<file path="config.mk">
export PLATFORM = sky130hd
export DESIGN_NAME = multi_ch_trig_flat
export DESIGN_NICKNAME = d
export VERILOG_FILES = /design/src/rtl/multi_ch_trig_if.sv /design/src/rtl/multi_ch_trig.sv /design/src/flat_wrapper.sv
export SDC_FILE = /design/constraint.sdc
export NUM_CORES = 1
export LEC_CHECK = 0
export CELL_PAD_IN_SITES_DETAIL_PLACEMENT = 1
export CELL_PAD_IN_SITES_GLOBAL_PLACEMENT = 1
export CORE_ASPECT_RATIO = 0.75
export CORE_MARGIN = 5
export CORE_UTILIZATION = 40
export DETAILED_ROUTE_END_ITERATION = 6
export DONT_BUFFER_PORTS = 1
export PLACE_DENSITY_LB_ADDON = 0.1
export REMOVE_ABC_BUFFERS = 1
export SYNTH_ARGS = -nofsm -noshare
export SYNTH_HDL_FRONTEND = slang
export SYNTH_SLANG_ARGS = --single-unit
</file>
<file path="constraint.sdc">
create_clock -name clk -period 2.22 [get_ports clk]
set_clock_uncertainty 0.05 [all_clocks]
set_input_delay 0.444 -clock clk [delete_from_list [all_inputs] [get_ports clk]]
set_output_delay 0.444 -clock clk [all_outputs]
set_load 0.02 [all_outputs]
</file>
<file path="src/rtl/multi_ch_trig_if.sv">
// rtl/multi_ch_trig_if.sv - sample/config/trigger bundle for multi_ch_trig
// master drives samples and config; slave returns trigger results.
interface multi_ch_trig_if #(
  parameter int NCH = 2,
  parameter int DW  = 14,
  parameter int CW  = 16
);
  logic [NCH*DW-1:0] tdat;
  logic [DW-1:0]     thres;
  logic [NCH-1:0]    ch_en;
  logic              mode_edge;
  logic              mode_and;
  logic              trig;
  logic [NCH-1:0]    trig_ch;
  logic              busy;
  logic [CW-1:0]     trig_cnt;

  modport master (
    output tdat, thres, ch_en, mode_edge, mode_and,
    input  trig, trig_ch, busy, trig_cnt
  );

  modport slave (
    input  tdat, thres, ch_en, mode_edge, mode_and,
    output trig, trig_ch, busy, trig_cnt
  );
endinterface

</file>
<file path="src/rtl/multi_ch_trig.sv">
// rtl/multi_ch_trig.sv - multi-channel threshold trigger with coincidence and holdoff
// Stage 1 registers per-channel hits; stage 2 FSM combines them and paces triggers.
module multi_ch_trig #(
  parameter int NCH       = 2,
  parameter int DW        = 14,
  parameter int HOLDOFF   = 10,
  parameter int COINC_WIN = 4,
  parameter int CW        = 16
) (
  input logic           clk,
  input logic           rst,
  multi_ch_trig_if.slave bus
);
  typedef enum logic [1:0] {IDLE, COINC, HOLD} state_t;

  localparam logic [15:0] H_LAST = (HOLDOFF == 0) ? 16'd0 : 16'(HOLDOFF - 1);
  localparam logic [15:0] W_LAST = 16'(COINC_WIN - 1);

  logic [NCH-1:0] hit;

  for (genvar i = 0; i < NCH; i++) begin : g_ch
    logic [DW-1:0] cur;
    logic [DW-1:0] prev;
    logic          lvl;
    logic          hit_r;

    assign cur    = bus.tdat[i*DW +: DW];
    assign lvl    = (cur >= bus.thres);
    assign hit[i] = hit_r;

    // prev resets high so edge mode must first see a below-threshold sample
    always_ff @(posedge clk) begin
      if (rst) begin
        prev  <= '1;
        hit_r <= 1'b0;
      end else begin
        prev  <= cur;
        hit_r <= bus.ch_en[i] & (bus.mode_edge ? (lvl & (prev < bus.thres)) : lvl);
      end
    end
  end

  state_t         state, state_nx;
  logic [NCH-1:0] latch, latch_nx;
  logic [NCH-1:0] acc;
  logic [15:0]    wcnt, wcnt_nx;
  logic [15:0]    hcnt, hcnt_nx;
  logic           fire;
  logic [NCH-1:0] fire_ch;
  logic           trig_q;
  logic [NCH-1:0] trig_ch_q;
  logic [CW-1:0]  cnt_q;

  always_comb begin
    state_nx = state;
    latch_nx = latch;
    wcnt_nx  = wcnt;
    hcnt_nx  = hcnt;
    fire     = 1'b0;
    fire_ch  = '0;
    acc      = latch | hit;
    case (state)
      IDLE: begin
        if (!bus.mode_and) begin
          if (|hit) begin
            fire    = 1'b1;
            fire_ch = hit;
          end
        end else if (bus.ch_en != '0) begin
          if ((hit & bus.ch_en) == bus.ch_en) begin
            fire    = 1'b1;
            fire_ch = hit;
          end else if (|(hit & bus.ch_en)) begin
            state_nx = COINC;
            latch_nx = hit;
            wcnt_nx  = '0;
          end
        end
      end
      COINC: begin
        if (!bus.mode_and || bus.ch_en == '0) begin
          state_nx = IDLE;
          latch_nx = '0;
        end else if ((acc & bus.ch_en) == bus.ch_en) begin
          fire     = 1'b1;
          fire_ch  = acc;
          latch_nx = '0;
        end else if (wcnt == W_LAST) begin
          state_nx = IDLE;
          latch_nx = '0;
        end else begin
          latch_nx = acc;
          wcnt_nx  = wcnt + 16'd1;
        end
      end
      HOLD: begin
        if (hcnt == H_LAST) state_nx = IDLE;
        else                hcnt_nx  = hcnt + 16'd1;
      end
      default: state_nx = IDLE;
    endcase
    if (fire) begin
      state_nx = HOLD;
      hcnt_nx  = '0;
    end
  end

  always_ff @(posedge clk) begin
    if (rst) begin
      state     <= IDLE;
      latch     <= '0;
      wcnt      <= '0;
      hcnt      <= '0;
      trig_q    <= 1'b0;
      trig_ch_q <= '0;
      cnt_q     <= '0;
    end else begin
      state  <= state_nx;
      latch  <= latch_nx;
      wcnt   <= wcnt_nx;
      hcnt   <= hcnt_nx;
      trig_q <= fire;
      if (fire) trig_ch_q <= fire_ch;
      if (fire && cnt_q != '1) cnt_q <= cnt_q + 1'b1;
    end
  end

  assign bus.trig     = trig_q;
  assign bus.trig_ch  = trig_ch_q;
  assign bus.busy     = (state != IDLE);
  assign bus.trig_cnt = cnt_q;
endmodule

</file>
<file path="src/flat_wrapper.sv">
// flat-port wrapper written by rule: the top's interface ports become plain ports
module multi_ch_trig_flat 
#(
  parameter int NCH       = 2,
  parameter int DW        = 14,
  parameter int HOLDOFF   = 10,
  parameter int COINC_WIN = 4,
  parameter int CW        = 16
)
  (clk, rst, bus_tdat, bus_thres, bus_ch_en, bus_mode_edge, bus_mode_and, bus_trig, bus_trig_ch, bus_busy, bus_trig_cnt);
  multi_ch_trig_if #(.NCH(NCH), .DW(DW), .CW(CW)) bus_i ();
  input logic clk;
  input logic rst;
  input wire logic [$bits(bus_i.tdat)-1:0] bus_tdat;
  input wire logic [$bits(bus_i.thres)-1:0] bus_thres;
  input wire logic [$bits(bus_i.ch_en)-1:0] bus_ch_en;
  input wire logic [$bits(bus_i.mode_edge)-1:0] bus_mode_edge;
  input wire logic [$bits(bus_i.mode_and)-1:0] bus_mode_and;
  output wire logic [$bits(bus_i.trig)-1:0] bus_trig;
  output wire logic [$bits(bus_i.trig_ch)-1:0] bus_trig_ch;
  output wire logic [$bits(bus_i.busy)-1:0] bus_busy;
  output wire logic [$bits(bus_i.trig_cnt)-1:0] bus_trig_cnt;
  assign bus_i.tdat = bus_tdat;
  assign bus_i.thres = bus_thres;
  assign bus_i.ch_en = bus_ch_en;
  assign bus_i.mode_edge = bus_mode_edge;
  assign bus_i.mode_and = bus_mode_and;
  assign bus_trig = bus_i.trig;
  assign bus_trig_ch = bus_i.trig_ch;
  assign bus_busy = bus_i.busy;
  assign bus_trig_cnt = bus_i.trig_cnt;
  multi_ch_trig #(.NCH(NCH), .DW(DW), .HOLDOFF(HOLDOFF), .COINC_WIN(COINC_WIN), .CW(CW)) u_core (.clk(clk), .rst(rst), .bus(bus_i));
endmodule
</file>
# After elaboration in Yosys (flattened, before gate mapping)

Index checks and enable logic that the tools add are counted.

Register bits after elaboration: 85
Input bits: 48
Word-level logic and storage cells: 109

Add/sub/neg operators: 3
Order comparisons: 4
Eq/ne operators: 24
Muxes and demuxes: 42
Bitwise gates (word level): 8
Reductions and logical operators: 16

Operators with widths:

| cell                  | count |
|---|---|
| $mux 16               | 7 |
| $add 16x1->16 const B | 3 |
| $mux 2                | 22 |
| $pmux 16 s2           | 1 |
| $ge 14x14->1          | 2 |
| $lt 14x14->1          | 2 |
| $eq 16x2->1 const B   | 1 |
| $eq 16x4->1 const B   | 1 |
| $ne 16x16->1 const B  | 1 |
| $reduce_and 7->1      | 2 |
| $ne 3x1->1 const B    | 4 |
| $ne 2x2->1 const B    | 5 |
| $ne 3x2->1 const B    | 3 |
| $mux 1                | 8 |
| $pmux 2 s2            | 2 |
| $reduce_and 8->1      | 1 |
| $ne 2x1->1 const B    | 3 |
| $pmux 2 s3            | 1 |
| $reduce_bool 2->1     | 3 |
| $reduce_or 2->1       | 3 |
| $reduce_and 5->1      | 1 |
| $and 1x1->1           | 4 |
| $and 2x2->2           | 2 |
| $eq 2x2->1            | 2 |
| 12 further kinds      | 13 |

# Logic depth before layout (Yosys ltp)

Depth in word-level cells: 8
Mapped depth: 9

# Least setup slack after synthesis

Ideal clock, no wire load.

Path kind: in2reg
Start: input bus_ch_en[1]
End: register u_core.cnt_q[13], in the netlist u_core.bus.trig_cnt[13]
Library setup time: 0.123 ns
Arrival time: 2.195 ns
Slack: -0.148 ns
Stages on the path: 7
Cell sequence: nor3b_2 or4_1 a31o_1 buf_6 buf_8 nor4_4 mux2_1

Word-level cells in the longest chain between the ends: 7
Elaborated cells on any way between the ends: 14

Ends and longest elaborated chain:

| element               | line                 | text |
|---|---|---|
| from (decl)           | flat_wrapper.sv:16   | `input wire logic [$bits(bus_i.ch_en)-1:0] bus_ch_en;` |
| $and 2x2->2           | multi_ch_trig.sv:70  | `if ((hit & bus.ch_en) == bus.ch_en) begin` |
| $eq 2x2->1            | multi_ch_trig.sv:70  |  |
| $mux 1                | multi_ch_trig.sv:70  |  |
| $mux 1                | multi_ch_trig.sv:69  | `end else if (bus.ch_en != '0) begin` |
| $mux 1                | multi_ch_trig.sv:64  | `if (!bus.mode_and) begin` |
| $pmux 1 s2 (*)        | multi_ch_trig.sv:62  | `case (state)` |
| $logic_and 1x1->1 (*) | multi_ch_trig.sv:124 | `if (fire && cnt_q != '1) cnt_q <= cnt_q + 1'b1;` |
| to (signal assigned)  | multi_ch_trig.sv:124 |  |
| to (decl)             | multi_ch_trig.sv:52  | `logic [CW-1:0] cnt_q;` |

Mark *: on every way between the ends. The rest lies on a longest branch, timed or not.
A chain may end at the register's enable or synchronous reset.

# Worst setup path after layout

Start: register u_core.g_ch[1].hit_r
End: register u_core.cnt_q[15], in the netlist u_core.bus.trig_cnt[15]

Word-level cells in the longest chain between the ends: 7
Elaborated cells on any way between the ends: 14

Ends and longest elaborated chain:

| element                                          | line                                     | text |
|---|---|---|
| from (decl)                                      | multi_ch_trig.sv:25                      | `logic hit_r;` |
| from (signal assigned)                           | multi_ch_trig.sv:38                      | `hit_r <= bus.ch_en[i] & (bus.mode_edge ? (lvl & (prev < bus.thres)) : lvl);` |
| $or 2x2->2 / $and 2x2->2 (equally long branches) | multi_ch_trig.sv:61, multi_ch_trig.sv:70 |  |
| $and 2x2->2 / $eq 2x2->1 (equally long branches) | multi_ch_trig.sv:84, multi_ch_trig.sv:70 |  |
| $eq 2x2->1 / $mux 1 (equally long branches)      | multi_ch_trig.sv:84, multi_ch_trig.sv:70 |  |
| $mux 1 (on tied branches)                        | multi_ch_trig.sv:84, multi_ch_trig.sv:69 |  |
| $mux 1 (on tied branches)                        | multi_ch_trig.sv:81, multi_ch_trig.sv:64 |  |
| $pmux 1 s2 (*)                                   | multi_ch_trig.sv:62                      |  |
| $logic_and 1x1->1 (*)                            | multi_ch_trig.sv:124                     |  |

Marked as above.

==> impl_metrics.yaml <==
critical_path:
  r2r_cells: 6
  crit_required_ps: 2390
  worstSetupPathType: "flip-flop to flip-flop"
  cp_max_fo: 13
  endpoint_kind: "flip-flop"
  crit_arrival_ps: 2360
  cp-start-kind: "flip-flop"
yosys:
  yosysTopAreaCell: "dfxtp_1"
  async_flop_share_pct: 0
  synthTopCellsByArea: "dfxtp_1, ha_1, a21oi_1"
  syn_inst: 564
  synth_area_um2: 4940
  synth_adder_area_share_pct: 14.7
  synth-simple-area-share_pct: 27.3
  ys_ff_latch: 85
  yosys.area.top_type_share_pct: 34.5
  synth.avg_cell_area_um2: 8.75
  synth_top_family_by_area: "simple AND/OR/NAND/NOR gates"
  synthMuxAreaShare_pct: 1.37
  synth_cell_types: 57
  synth-xor-area-share_pct: 2.66
  synth-edff-count: 0
  ys_warn_count: 0
  yosysSeqAreaShare_pct: 34.5
  synth-compound-area-share_pct: 15.3
  synth-main-ff-cell: "dfxtp_1"
clock_tree:
  hold_buffers: 0
  cts.sinks: 85
  path_clk_slew_ps: 60
  cts_max_path_buffers: 2
  htree_levels: 3
  cts_setup_buffers: 0
  cts_buffers: 9
  clk_latency_ps: 340
  cts_tree: "yes"
  cts_root_buf: "clkbuf_16"
floorplan:
  num_io_pins: 68
  rows: 35
  start_util_pct: 40.6
  dieArea_um2: 14700
  core_area_um2: 12200
  fp.dieW_um: 138
  die_h_um: 106
finish:
  postLayoutCoreUtil_pct: 47.8
  regArea_um2: 1700
  area_growth_pct: 17.9
  fin_nets: 704
  fillers: 1442
  drive_above_1_share_pct: 17.4
  multiInputGateArea_um2: 3080
  n_antenna_cell: 0
grt:
  overflow: 0
  grt_pass1_wl_um: 20900
  antenna_found_initial: 0
  grt_max_degree: 65
  grt_pass1_vias: 4378
  grt_use_total_pct: 17.0
detailed_routing:
  dr.first_iter.drc_count: 125
  drtAntennaViolNets: 0
  drt-wirelength-per-cell_um: 16.3
  wl_um: 12500
  vias: 4195
  route.detailed.drc: 0
  firstDrtPassIters: 4
  via_per_inst: 5.46
hold_path:
  hold_class: "input port to flip-flop"
  min_path_cells: 1
sta:
  maxSlewViolCount: 0
  hold_viol_final: 0
  finalCriticalPeriod_ps: 2190
  finalCritPeriodShare_pct: 98.5
  setup_viol: 0
  fmax_mhz: 458
  max_slew.worst_pin.slew_ps: 590
  max-slew-margin-rel_pct: 60.1
power:
  powerDensity_nw_per_um2: 640
  p_leak_nw: 2.30
  ir_drop_mv: 0.399
  p_total_w: 0.00372
placement:
  place_congestion: 0.814
  port-buffer-count: 0
  hpwl_um: 9530
flow_run:
  maxCapViolations: 0
run_status:
  status: "complete, no violations"
==> Yosys cell counts, types with 5 or more instances <==
cell	count
dfxtp_1	85
ha_1	58
a21oi_1	42
nor2_1	42
nand2_1	30
or2_2	30
inv_1	29
o21ai_0	25
nand3_1	21
or4_1	17
nand4_1	14
clkbuf_1	13
nor2b_1	11
o31ai_1	11
xor2_1	11
or3_1	10
nand2b_1	9
nor4_1	8
a21o_1	7
and3_1	6
a211oi_1	5
a31oi_1	5
and4_1	5
nor3_1	5
o211ai_1	5
==> flip-flops by register name, indices dropped and copies added (netlist names) <==
register and count:
u_core.bus.trig 1, u_core.bus.trig_ch 2, u_core.bus.trig_cnt 16, u_core.g_ch.hit_r 2
u_core.g_ch.prev 28, u_core.hcnt 16, u_core.latch 2, u_core.state 2
u_core.wcnt 16
==> logic make-up (layout without fill, tap and decap cells) <==
logic type                 count (synthesis)  count (layout)
and+or+nand+nor                          230             230
adders and majority gates                 58              58
muxes                                      6               6
DFF                                       85              85
xor gates and xnor gates                  15              15
buffers and inverters                     49              88
AOI/OAI and AO/OA                        121             121
==> power by group <==
part / total (W) / switching, W / internal [W]
logic: 0.000409 / 0.000219 / 0.000189
clock network: 0.00173 / 0.000625 / 0.00110
registers: 0.00159 / 0.0000243 / 0.00156
total: 0.00372 / 0.000869 / 0.00285
==> cell type report <==
cell class	instances	area share, %
multi-input cells	430	53.0
flip-flops and latches	85	29.2
repair buffers	43	6.49
clock buffers	10	3.93
well taps	166	3.57
clock inverters	6	1.91
inverters	29	1.87
==> through the flow <==
step	TNS, ps	instance area (µm²)	cells	hold WS (ps)	setup WS (ps)
2_1_floorplan	-9360	4840	544	408	-311
3_3_place_gp	-1330	5400	752	421	-184
3_5_place_dp	-1860	5400	752	443	-221
4_1_cts	0	5750	768	110	13.0
5_1_grt	-1.54	5820	769	114	-1.08
6_report	0	5820	769	137	34.3
==> cells in the final DEF (no fill, tap or decap), types with 11 or more instances in the layout <==
| cell | count |
|---|---|
| xor2_1 | 11 |
| buf_4 | 39 |
| dfxtp_1 | 84 |
| nor2b_1 | 11 |
| inv_1 | 29 |
| or2_2 | 30 |
| nand3_1 | 21 |
| o21ai_0 | 25 |
| or4_1 | 15 |
| o31ai_1 | 11 |
| ha_1 | 58 |
| nand2_1 | 30 |
| a21oi_1 | 42 |
| nand4_1 | 14 |
| nor2_1 | 42 |
==> what timing repair did <==
action / in CTS / in global routing
pin swaps: 0 / 2
resized for setup: 3 / 8
endpoints found under the setup margin: 5 / 13
cloned: 0 / 1
==> worst max-delay path: stages, from the launching register on <==
cell,delay [ps]
dfxtp_2,350
nor3b_2,60
or4_4,530
a31o_4,290
buf_12,160
nor4_2,270
mux2_2,360
==> path summary, 6_finish.rpt <==
path / startpoint / endpoint / slack [ps]
setup / recovery: u_core.g_ch[1].hit_r / u_core.bus.trig_cnt[15] / 30
hold / removal: rst / u_core.wcnt[1] / 140
setup reg to reg: u_core.g_ch[1].hit_r / u_core.bus.trig_cnt[15] / 30
hold reg to reg: u_core.wcnt[14] / u_core.wcnt[14] / 450
==> routing by layer <==
layer  track usage [%]  wire length [µm]  vias up
met5                 0                 0        -
met4              3.88               123        0
met3              4.86               485       12
met2              29.4              6030       54
met1              21.2              5890     1998
li1                  -                 -     2131
(Power assumes the default switching activity.)
